## config.mk

```make
export PLATFORM = sky130hd
export DESIGN_NAME = multiple_4bit
export DESIGN_NICKNAME = d
export VERILOG_FILES = /design/src/rtl/multiple_4bit.sv
export SDC_FILE = /design/constraint.sdc
export NUM_CORES = 1
export LEC_CHECK = 0
export ABC_AREA = 1
export CAP_MARGIN = 5
export CELL_PAD_IN_SITES_DETAIL_PLACEMENT = 0
export CELL_PAD_IN_SITES_GLOBAL_PLACEMENT = 1
export CORE_UTILIZATION = 46
export DETAILED_ROUTE_END_ITERATION = 12
export DONT_BUFFER_PORTS = 1
export HOLD_SLACK_MARGIN = 0.02
export PLACE_DENSITY_LB_ADDON = 0.25
export SYNTH_ARGS = -nofsm -noshare
export SYNTH_HDL_FRONTEND = slang
export SYNTH_SLANG_ARGS = --single-unit
export TNS_END_PERCENT = 30
```

## constraint.sdc

```tcl
create_clock -name clk -period 5.1 [get_ports clk]
set_input_delay 1.53 -clock clk [delete_from_list [all_inputs] [get_ports clk]]
set_output_delay 1.53 -clock clk [all_outputs]
set_load 0.01 [all_outputs]
```

## src/rtl/multiple_4bit.sv

```systemverilog
// ---------------------------------------------------------------------------
// multiple_4bit: pipelined 4x4 unsigned shift-and-add multiplier.
//
// Ports:
//   clk      in   1  rising-edge clock
//   rst_n    in   1  asynchronous active-low reset
//   X        in   4  unsigned multiplicand, sampled every cycle
//   Y        in   4  unsigned multiplier, sampled every cycle
//   s        out  8  registered product X*Y
//   s_valid  out  1  high once s holds the product of a sampled operand pair
//
// Configuration macro: MULTIPLE_4BIT_PIPE_EN
//   undefined: X/Y register -> combinational adder chain -> s register (latency 2)
//   defined:   an extra register after the first adder (latency 3)
// ---------------------------------------------------------------------------
module multiple_4bit (
    input  logic       clk,
    input  logic       rst_n,
    input  logic [3:0] X,
    input  logic [3:0] Y,
    output logic [7:0] s,
    output logic       s_valid
);

`ifdef MULTIPLE_4BIT_PIPE_EN
    localparam int unsigned Lat = 3;
`else
    localparam int unsigned Lat = 2;
`endif

    // 1-bit full adder, returns {carry_out, sum}
    function automatic logic [1:0] full_add(input logic a, input logic b, input logic cin);
        full_add = {(a & b) | (a & cin) | (b & cin), a ^ b ^ cin};
    endfunction

    // 8-bit ripple-carry adder; the final carry is dropped because the
    // partial-product sums never exceed 225.
    function automatic logic [7:0] rca8(input logic [7:0] a, input logic [7:0] b);
        logic       c;
        logic [1:0] r;
        logic [7:0] sum;
        c   = 1'b0;
        sum = 8'h00;
        for (int i = 0; i < 8; i++) begin
            r      = full_add(a[i], b[i], c);
            sum[i] = r[0];
            c      = r[1];
        end
        rca8 = sum;
    endfunction

    // Stage 1: operand registers
    logic [3:0] x_q, x_d;
    logic [3:0] y_q, y_d;

    // Stage 2: product register
    logic [7:0] s_q, s_d;

    // Valid shift register, one bit per pipeline stage
    logic [Lat-1:0] vld_q, vld_d;

    // Partial products from registered operands
    logic [7:0] pp0, pp1, pp2, pp3;

`ifdef MULTIPLE_4BIT_PIPE_EN
    logic [7:0] sum01_q, sum01_d;
    logic [7:0] pp2_q, pp2_d;
    logic [7:0] pp3_q, pp3_d;
`endif

    always_comb begin
        x_d   = X;
        y_d   = Y;
        vld_d = {vld_q[Lat-2:0], 1'b1};

        pp0 = y_q[0] ? {4'h0, x_q}         : 8'h00;
        pp1 = y_q[1] ? {3'h0, x_q, 1'b0}   : 8'h00;
        pp2 = y_q[2] ? {2'h0, x_q, 2'b00}  : 8'h00;
        pp3 = y_q[3] ? {1'b0, x_q, 3'b000} : 8'h00;

`ifdef MULTIPLE_4BIT_PIPE_EN
        sum01_d = rca8(pp0, pp1);
        pp2_d   = pp2;
        pp3_d   = pp3;
        s_d     = rca8(rca8(sum01_q, pp2_q), pp3_q);
`else
        s_d     = rca8(rca8(rca8(pp0, pp1), pp2), pp3);
`endif
    end

    always_ff @(posedge clk or negedge rst_n) begin
        if (!rst_n) begin
            x_q     <= 4'h0;
            y_q     <= 4'h0;
            s_q     <= 8'h00;
            vld_q   <= '0;
`ifdef MULTIPLE_4BIT_PIPE_EN
            sum01_q <= 8'h00;
            pp2_q   <= 8'h00;
            pp3_q   <= 8'h00;
`endif
        end else begin
            x_q     <= x_d;
            y_q     <= y_d;
            s_q     <= s_d;
            vld_q   <= vld_d;
`ifdef MULTIPLE_4BIT_PIPE_EN
            sum01_q <= sum01_d;
            pp2_q   <= pp2_d;
            pp3_q   <= pp3_d;
`endif
        end
    end

    assign s       = s_q;
    assign s_valid = vld_q[Lat-1];

endmodule

```

# == Word level (Yosys, flattened, before mapping) ==
# Index checks and enable logic that the tools add are counted.
# classes
mux,4
bitwise,138
# ops
operator,count
1-bit AND,47
1-bit XOR,38
1-bit bitwise OR,36
1-bit AND (first input constant),7
7-bit two-way mux,1
6-bit two-way mux,1
5-bit two-way mux,1
4-bit two-way mux,1
1-bit XOR (both inputs constant),3
1-bit XOR (second input constant),3
1-bit AND (both inputs constant),2
1-bit AND (second input constant),1
1-bit XOR (first input constant),1
# word_totals
ff_bits,18
input_bits,10
word_cells,146

# == Longest topological paths before layout ==
# Gate-level depths: netlist of the first run.
# logic_depth
ltp_word,25
depth_mapped,12

# == Least setup slack after synthesis of the first run ==
# No wires, ideal clock.
# synth_path
path_type,reg-to-reg
from,register x_q[1]
to,register s_q[6] (netlist: s[6])
t_arrival_ps,3783
setup_slack_ps,1203
stages_incl_launch_ff,13
path_buffers,0
synth_period_minus_slack_ps,3897
path_cell_list,dfrtp_1 > nand2_1 > inv_1 > ha_1 > fa_1 > fa_1 > fa_1 > fa_1 > fa_1 > inv_1 > fa_1 > fa_1 > inv_1
# synth_between
elab_chain_cells,21
word_cells_on_any_way,95
# synth_rtl
element,line_no,rtl
from (decl),53,"logic [3:0] x_q, x_d;"
from (signal assigned),93,x_q <= 4'h0;
from (signal assigned),103,x_q <= x_d;
4-bit two-way mux,76,"pp0 = y_q[0] ? {4'h0, x_q} : 8'h00;"
1-bit AND / 1-bit XOR (equally long branches),33,"full_add = {(a & b) | (a & cin) | (b & cin), a ^ b ^ cin};"
1-bit bitwise OR / 1-bit XOR (equally long branches),33,
"1-bit bitwise OR, or another cell as far along",33,
"1-bit AND, or another cell as far along",33,
1-bit bitwise OR / 1-bit AND (equally long branches) (2 in series),33,
1-bit AND / 1-bit bitwise OR (equally long branches),33,
1-bit bitwise OR / 1-bit AND (equally long branches) (2 in series),33,
1-bit AND / 1-bit bitwise OR (equally long branches),33,
1-bit bitwise OR / 1-bit AND (equally long branches) (2 in series),33,
1-bit AND / 1-bit bitwise OR (equally long branches),33,
1-bit bitwise OR / 1-bit AND (equally long branches) (2 in series),33,
1-bit XOR / 1-bit bitwise OR (equally long branches),33,
"1-bit XOR, or another cell as far along",33,
1-bit XOR / 1-bit bitwise OR (equally long branches) (2 in series),33,
1-bit XOR *,33,
net s_d[6],57,"logic [7:0] s_q, s_d;"
to (signal assigned),95,s_q <= 8'h00;
to (signal assigned),105,s_q <= s_d;
to (decl),57,
# Mark *: on every way through the listed nets, which the timed path passes. The rest lies on a longest branch.

# == Worst setup path after layout of the first run ==
# Ends and elaborated chain as after synthesis.

==> impl_results.md, run 1 <==
- Status: complete, but fails checks
- Failing checks: DRC
- Clock power share: 29.6%
- Starting density of the core: 50.95%
- Clk slew on worst S/H paths: 100 ps
- Longest Clk Path Bufs: 2
- Vias: 396
- GRT met1 Usage: 16.06%
- Sequential cell fraction of total power: 60.4%
- Final Cycle Share: 78.85%
- CP top delay family: adder cells
- Post-DRT Antenna Nets: 0
- Post-synthesis register bit count: 18
- CP Data Required Time: 5290 ps
- Reg-to-reg slack, setup: 1080 ps
- Layer with the highest usage: met2
- Critical Path AT: 4220 ps
- CP cell instances: nand2_1 > inv_1 > ha_1 > fa_1 > fa_1 > fa_1 > fa_1 > fa_1 > inv_1 > fa_1 > fa_1 > inv_1
- Resize count post-CTS: 0
- Netlist Area Pre-Place: 803.3 µm²
- Nets: 95
- Die area: 0.001918 mm²
- Seq/Total Area, Yosys: 56.07%
- Commonest non-fill, non-tap cell in the layout: inv_1
- Routed len/inst: 10.66 µm
- Unrepaired setup endpoints after global routing: no
- Htree depth: 1
- Area Overhead vs Synth: 7.009%
- TritonCTS Buffers: 3
- GPL Wtd Cong: 0.7989
- Mux cell area share after synthesis: 0%
- Post-synthesis cell count: 68
- Clock Skew: 4.925 ps
- Synth Area in Adders: 26.17%
- CP max-delay cell: fa_1
- Layout cells sized above 1: 5.556%
- Final hold vios: 0
- Via density: 4.500
- Ports: 19
- Max-cap viol count: 0
- Vias in the first global route: 411
- FILL cells: 144
- Most frequent CP cell: fa_1
- Post-synthesis simple-gate area fraction: 7.477%
- Sw frac: 25.26%
- Worst skew pair latency: 290 ps
- # hold bufs at CTS: 0
- Post-CTS Setup Repair Bufs: 0
- Root buffer cell: clkbuf_4
- Maximum vdd drop: 0.1852 mV
- Total grt overflow: 0
- Int Power: 215.3 µW
- Worst min path class: reg -> reg
- Yosys warns: 0
- Post-synthesis compound-gate area fraction: 0%
- Final wirelength: 938 µm
- Leak Pwr: 0.0005149 µW
- Final min period: 4021 ps
- Die H: 43.79 µm
- Total Power: 288.1 µW
- Worst Path Buf+Inv: 3
- Fmax: 248.7 MHz
- GR Util met3: 5.000%
- Grt met2 use: 20.90%
- PwrDens: 335.1 mW/mm²
- Worst Path Max Fanout: 4
- Row cnt: 14
- First drt pass iteration count: 8
- Syn_area_per_cell: 11.81 µm²
- GRT Overall Usage: 13.42%
- Net Switching: 72.76 µW
- Largest net degree at the start of global routing: 19
- Largest family of logic cells by synthesized area: adder cells
- CTS tree: yes
- Dpl hpwl: 739.3 µm
- Die Wd: 43.79 µm
- Post-Synth XOR/XNOR Area: 0%
- Yosys cell types: 6
- Commonest cells after routing, fill and taps aside: 21 x inv_1, 18 x dfrtp_1, 16 x nand2_1, 8 x fa_1, 4 x ha_1
- Port Buffer Count: 0
- Drt initial violations: 6
- Setup crit start kind: flip-flop
- Crit end category: flip-flop
- Setup-failing EPs final: 0
- Placeable Area: 0.001577 mm²
- Initial antenna violation count: 0
- Critical Path Max Stage Delay: 490 ps
- Slew Limit Fails: 0
- Clk sinks: 18
- First-pass GRT wire length: 1711 µm
- TNS Setup: 0 ps
- WS Path Type: reg -> reg
- Syn Nets: 90
- DRC Markers: 1
- Comb pwr share: 10.0%
- Diodes inserted: 0
-- worst register-to-register path, stage by stage, from the launching register on --
cell and delay (ps):
dfrtp_1 420, nand2_1 80, inv_1 40, ha_1 200, fa_1 370, fa_1 480, fa_1 450, fa_1 390
fa_1 490, inv_1 50, fa_1 430, fa_1 480, inv_1 30
-- synth_stat cells (all sizes together) --
| cell type | number | area share (%) |
|---|---|---|
| dfrtp | 18 | 56 |
| fa | 8 | 20 |
| conb | 1 | 0.47 |
| nand2 | 16 | 7.5 |
| inv | 21 | 9.8 |
| ha | 4 | 6.2 |
-- final timing paths --
| check | from | to | cells past startpoint |
|---|---|---|---|
| max in group asynchronous | rst_n | vld_q[0]$_DFF_PN0_ | 0 |
| max | x_q[1]$_DFF_PN0_ | s[6]$_DFF_PN0_ | 12 |
| min reg2reg | vld_q[0]$_DFF_PN0_ | vld_q[1]$_DFF_PN0_ | 0 |
| min | vld_q[0]$_DFF_PN0_ | vld_q[1]$_DFF_PN0_ | 0 |
| min in group asynchronous | rst_n | y_q[3]$_DFF_PN0_ | 0 |
| max reg2reg | x_q[1]$_DFF_PN0_ | s[6]$_DFF_PN0_ | 12 |
-- logic make-up after synthesis --
kind of cell  Yosys count
buf+inv                21
flops                  18
simple gates           16
fa+ha+maj              12
other cells             1
-- registers in the layout, summed over array words and instances (netlist names) --
signal	count
s	8
x_q	4
y_q	4
vld_q	2
-- per-stage QoR --
stage	std cells	util [%]	setup slack (ps)	hold slack, ps	instance area [µm²]
2_1_floorplan	68	-	1203	331.2	803.3
3_3_place_gp	84	52.22	1104	332.7	823.3
3_5_place_dp	84	52.22	1049	336.4	823.3
4_1_cts	88	54.52	1053	359.3	859.6
5_1_grt	88	54.52	910.5	378.5	859.6
6_report	88	54.52	1079	356.1	859.6
-- final cells by class --
class / count / area (µm²) / share of cell area (%)
Sequential cell: 18 / 450.4 / 52.40
Multi-Input combinational cell: 29 / 274.0 / 31.88
Inverter: 21 / 78.83 / 9.170
Clock buffer: 4 / 36.28 / 4.221
Tap cell: 16 / 20.02 / 2.329
-- layer usage --
layer / vias up / wire length, µm
met3: 2 / 56
met1: 187 / 406
li1: 192 / -
met5: - / 0
met2: 15 / 461
met4: 0 / 13
-- power by group through the flow --
stage / clock network [µW] / registers [µW] / logic, µW
floorplan: 0 / 175 / 23.9
global placement: 0 / 177 / 28.2
detailed placement: 0 / 177 / 29.5
CTS: 90.3 / 174 / 30.0
global route: 98.2 / 176 / 36.0
finish: 85.4 / 174 / 28.8
No activity file was read; power rests on OpenSTA's default activity.
==> run 2, diff against run 1 <==
--- a/config.mk
+++ b/config.mk
@@ -9,7 +9,7 @@
 export CAP_MARGIN = 5
 export CELL_PAD_IN_SITES_DETAIL_PLACEMENT = 0
 export CELL_PAD_IN_SITES_GLOBAL_PLACEMENT = 1
-export CORE_UTILIZATION = 46
+export CORE_UTILIZATION = 41
 export DETAILED_ROUTE_END_ITERATION = 12
 export DONT_BUFFER_PORTS = 1
 export HOLD_SLACK_MARGIN = 0.02
==> constraint.sdc (replaced) <==
create_clock -name clk -period 3.55 [get_ports clk]
set_input_delay 1.065 -clock clk [delete_from_list [all_inputs] [get_ports clk]]
set_output_delay 1.065 -clock clk [all_outputs]
set_load 0.01 [all_outputs]
==> run 2 against run 1 <==
Effect of this change:
- the flow finishes with violations (setup timing)
- clock-buffer cell count unchanged
- critical path depth did not move
- clock power rose by 45%
- sequential cell count unchanged
- register-to-register slack got worse by 1300 ps
- sequential power up 43%
- sequential share of layout area is 4.0 points lower
- critical endpoint unchanged
- largest power group unchanged
==> impl_results.md, run 2 (synthesis results as in run 1) <==
- Status: complete, but fails checks (unchanged)
- Failing checks: setup timing (was DRC)
- FILL cells: 164 (was 144)
- Post-route worst setup slack: -198.4 ps (was 1079 ps)
- Port Buffer Count: 0 (unchanged)
- Commonest cells after routing, fill and taps aside: 20 x inv_1, 18 x dfrtp_1, 16 x nand2_1, 6 x buf_4, 5 x fa_2 (was 21 x inv_1, 18 x dfrtp_1, 16 x nand2_1, 8 x fa_1, 4 x ha_1)
- Clk slew on worst S/H paths: 110 ps (was 100 ps)
- Vias in the first global route: 456 (was 411)
- Wire length on met1: 437 µm (was 406 µm)
- Total Power: 423.9 µW (was 288.1 µW)
- Total grt overflow: 0 (unchanged)
- Post-DRT Antenna Nets: 0 (unchanged)
- CP max-delay cell: fa_2 (was fa_1)
- Unrepaired setup endpoints after global routing: yes (was no)
- Routed len/inst: 10.10 µm (was 10.66 µm)
- CP Data Required Time: 3750 ps (was 5290 ps)
- Final min period: 3748 ps (was 4021 ps)
- Slew Limit Fails: 0 (unchanged)
- Area Overhead vs Synth: 15.89% (was 7.009%)
- Row cnt: 15 (was 14)
- Placeable Area: 0.001783 mm² (was 0.001577 mm²)
- Number of flip-flops in the largest register: 8 (unchanged)
- Setup-failing EPs final: 2 (was 0)
- Crit end category: flip-flop (unchanged)
- TNS Setup: -249.0 ps (was 0 ps)
- Clock Skew: 10.87 ps (was 4.925 ps)
- Vias: 426 (was 396)
- Uppermost layer routed: met4 (unchanged)
- Maximum vdd drop: 0.2423 mV (was 0.1852 mV)
- WS Path Type: reg -> reg (unchanged)
- DRC Markers: 0 (was 1)
- Footprint of the multi-input gates: 289.0 µm² (was 274.0 µm²)
- Root buffer cell: clkbuf_4 (unchanged)
- Longest Clk Path Bufs: 2 (unchanged)
- Worst skew pair latency: 290 ps (about the same)
- Commonest non-fill, non-tap cell in the layout: inv_1 (unchanged)
- Clk sinks: 18 (unchanged)
- Setup crit start kind: flip-flop (unchanged)
- # hold bufs at CTS: 0 (unchanged)
- Nets: 101 (was 95)
- FF+latch area: 450.4 µm² (unchanged)
- Critical Path AT: 3950 ps (was 4220 ps)
- CP cell instances: nand2_1 > inv_1 > ha_2 > fa_2 > fa_1 > fa_2 > fa_2 > inv_2 > fa_2 > fa_2 > fa_1 > inv_1 (was nand2_1 > inv_1 > ha_1 > fa_1 > fa_1 > fa_1 > fa_1 > fa_1 > inv_1 > fa_1 > fa_1 > inv_1)
- Final Cycle Share: 105.6% (was 78.85%)
- Worst Path Max Fanout: 3 (was 4)
- Htree depth: 1 (unchanged)
- Drt initial violations: 4 (was 6)
- Most frequent CP cell: fa_2 (was fa_1)
- TritonCTS Buffers: 3 (unchanged)
- Post-layout instance area: 930.9 µm² (was 859.6 µm²)
- Die Wd: 46.26 µm (was 43.79 µm)
- Leak Pwr: 0.0005356 µW (was 0.0005149 µW)
- Diodes inserted: 0 (unchanged)
- First-pass GRT wire length: 1849 µm (was 1711 µm)
- Worst min path class: reg -> reg (unchanged)
- Critical Path Max Stage Delay: 530 ps (was 490 ps)
- Ports: 19 (unchanged)
- Worst Path Buf+Inv: 3 (unchanged)
- Largest net degree at the start of global routing: 19 (unchanged)
- Via density: 4.136 (was 4.500)
- PwrDens: 455.3 mW/mm² (was 335.1 mW/mm²)
- Fmax: 266.8 MHz (was 248.7 MHz)
- Starting density of the core: 45.05% (was 50.95%)
- Final hold vios: 0 (unchanged)
- CTS tree: yes (unchanged)
- Final wirelength: 1040 µm (was 938 µm)
- Layout cells sized above 1: 21.79% (was 5.556%)
- GRT Overall Usage: 13.34% (was 13.42%)
- Met3 routed WL: 43 µm (was 56 µm)
- Dpl hpwl: 831.7 µm (was 739.3 µm)
- Die H: 46.26 µm (was 43.79 µm)
- Met2 wire length: 533 µm (was 461 µm)
- Die area: 0.002140 mm² (was 0.001918 mm²)
- Area of placed instances: 879.6 µm² (was 823.3 µm²)
- First drt pass iteration count: 3 (was 8)
- GPL Wtd Cong: 0.7327 (was 0.7989)
- Initial antenna violation count: 0 (unchanged)
- Max-cap viol count: 0 (unchanged)
- CP top delay family: adder cells (unchanged)
-- run 2: through the flow --
| step | std cells | util [%] | setup slack, ps | hold slack (ps) |
|---|---|---|---|---|
| floorplan | 68 | - | -150.8 | 331.2 |
| global placement | 97 | 49.33 | -217.6 | 332.7 |
| detailed placement | 97 | 49.33 | -285.3 | 334.7 |
| CTS | 103 | 52.21 | -248.7 | 357.9 |
| global route | 103 | 52.21 | -300.7 | 366.9 |
| finish | 103 | 52.21 | -198.4 | 354.9 |
-- run 2: final cells by class --
| class | count | area share (%) |
|---|---|---|
| repair buffers | 6 | 4.839 |
| inverters | 21 | 8.468 |
| multi-input cells | 29 | 31.05 |
| well taps | 25 | 3.360 |
| flip-flops and latches | 18 | 48.39 |
| clock buffers | 4 | 3.898 |
-- run 2: timing repair --
item | in CTS | in global routing
endpoints found under the setup margin | 2 | 3
pin swaps | 1 | 0
gates resized for setup | 0 | 1
buffers inserted | 2 | 0
-- run 2: worst paths after layout --
path                                    start  slack [ps]                  to  cells after the start
hold reg to reg            vld_q[0]$_DFF_PN0_         350  vld_q[1]$_DFF_PN0_                      0
max in group asynchronous               rst_n        3020    x_q[3]$_DFF_PN0_                      0
min in group asynchronous               rst_n         450      s[4]$_DFF_PN0_                      0
hold / removal             vld_q[0]$_DFF_PN0_         350  vld_q[1]$_DFF_PN0_                      0
setup / recovery             y_q[0]$_DFF_PN0_        -200      s[6]$_DFF_PN0_                     12
setup reg to reg             y_q[0]$_DFF_PN0_        -200      s[6]$_DFF_PN0_                     12
-- run 2: worst register-to-register path, stage by stage, from the launching register on --
cell and delay, ps:
dfrtp_1 400, nand2_1 70, inv_1 50, ha_2 180
fa_2 350, fa_1 470, fa_2 360, fa_2 530
inv_2 40, fa_2 340, fa_2 370, fa_1 480
inv_1 40
-- run 2: per-layer routing --
metal / vias to the layer above / GRT usage (%)
met4: 0 / 8.824
li1: 208 / -
met2: 14 / 20.56
met5: - / 0
met1: 200 / 17.09
met3: 4 / 2.353
-- run 2: where the power goes --
group          internal (µW)  switching, µW
Combinational           24.5           27.1
Clock                   62.4           61.8
Sequential               229           19.1
Total                    316            108
==> run 3, diff against run 2 <==
--- a/config.mk
+++ b/config.mk
@@ -12,7 +12,6 @@
 export CORE_UTILIZATION = 41
 export DETAILED_ROUTE_END_ITERATION = 12
 export DONT_BUFFER_PORTS = 1
-export HOLD_SLACK_MARGIN = 0.02
 export PLACE_DENSITY_LB_ADDON = 0.25
 export SYNTH_ARGS = -nofsm -noshare
 export SYNTH_HDL_FRONTEND = slang
==> results of run 3 <==
The final DEF is identical to that of run 2; final timing and power are the same.
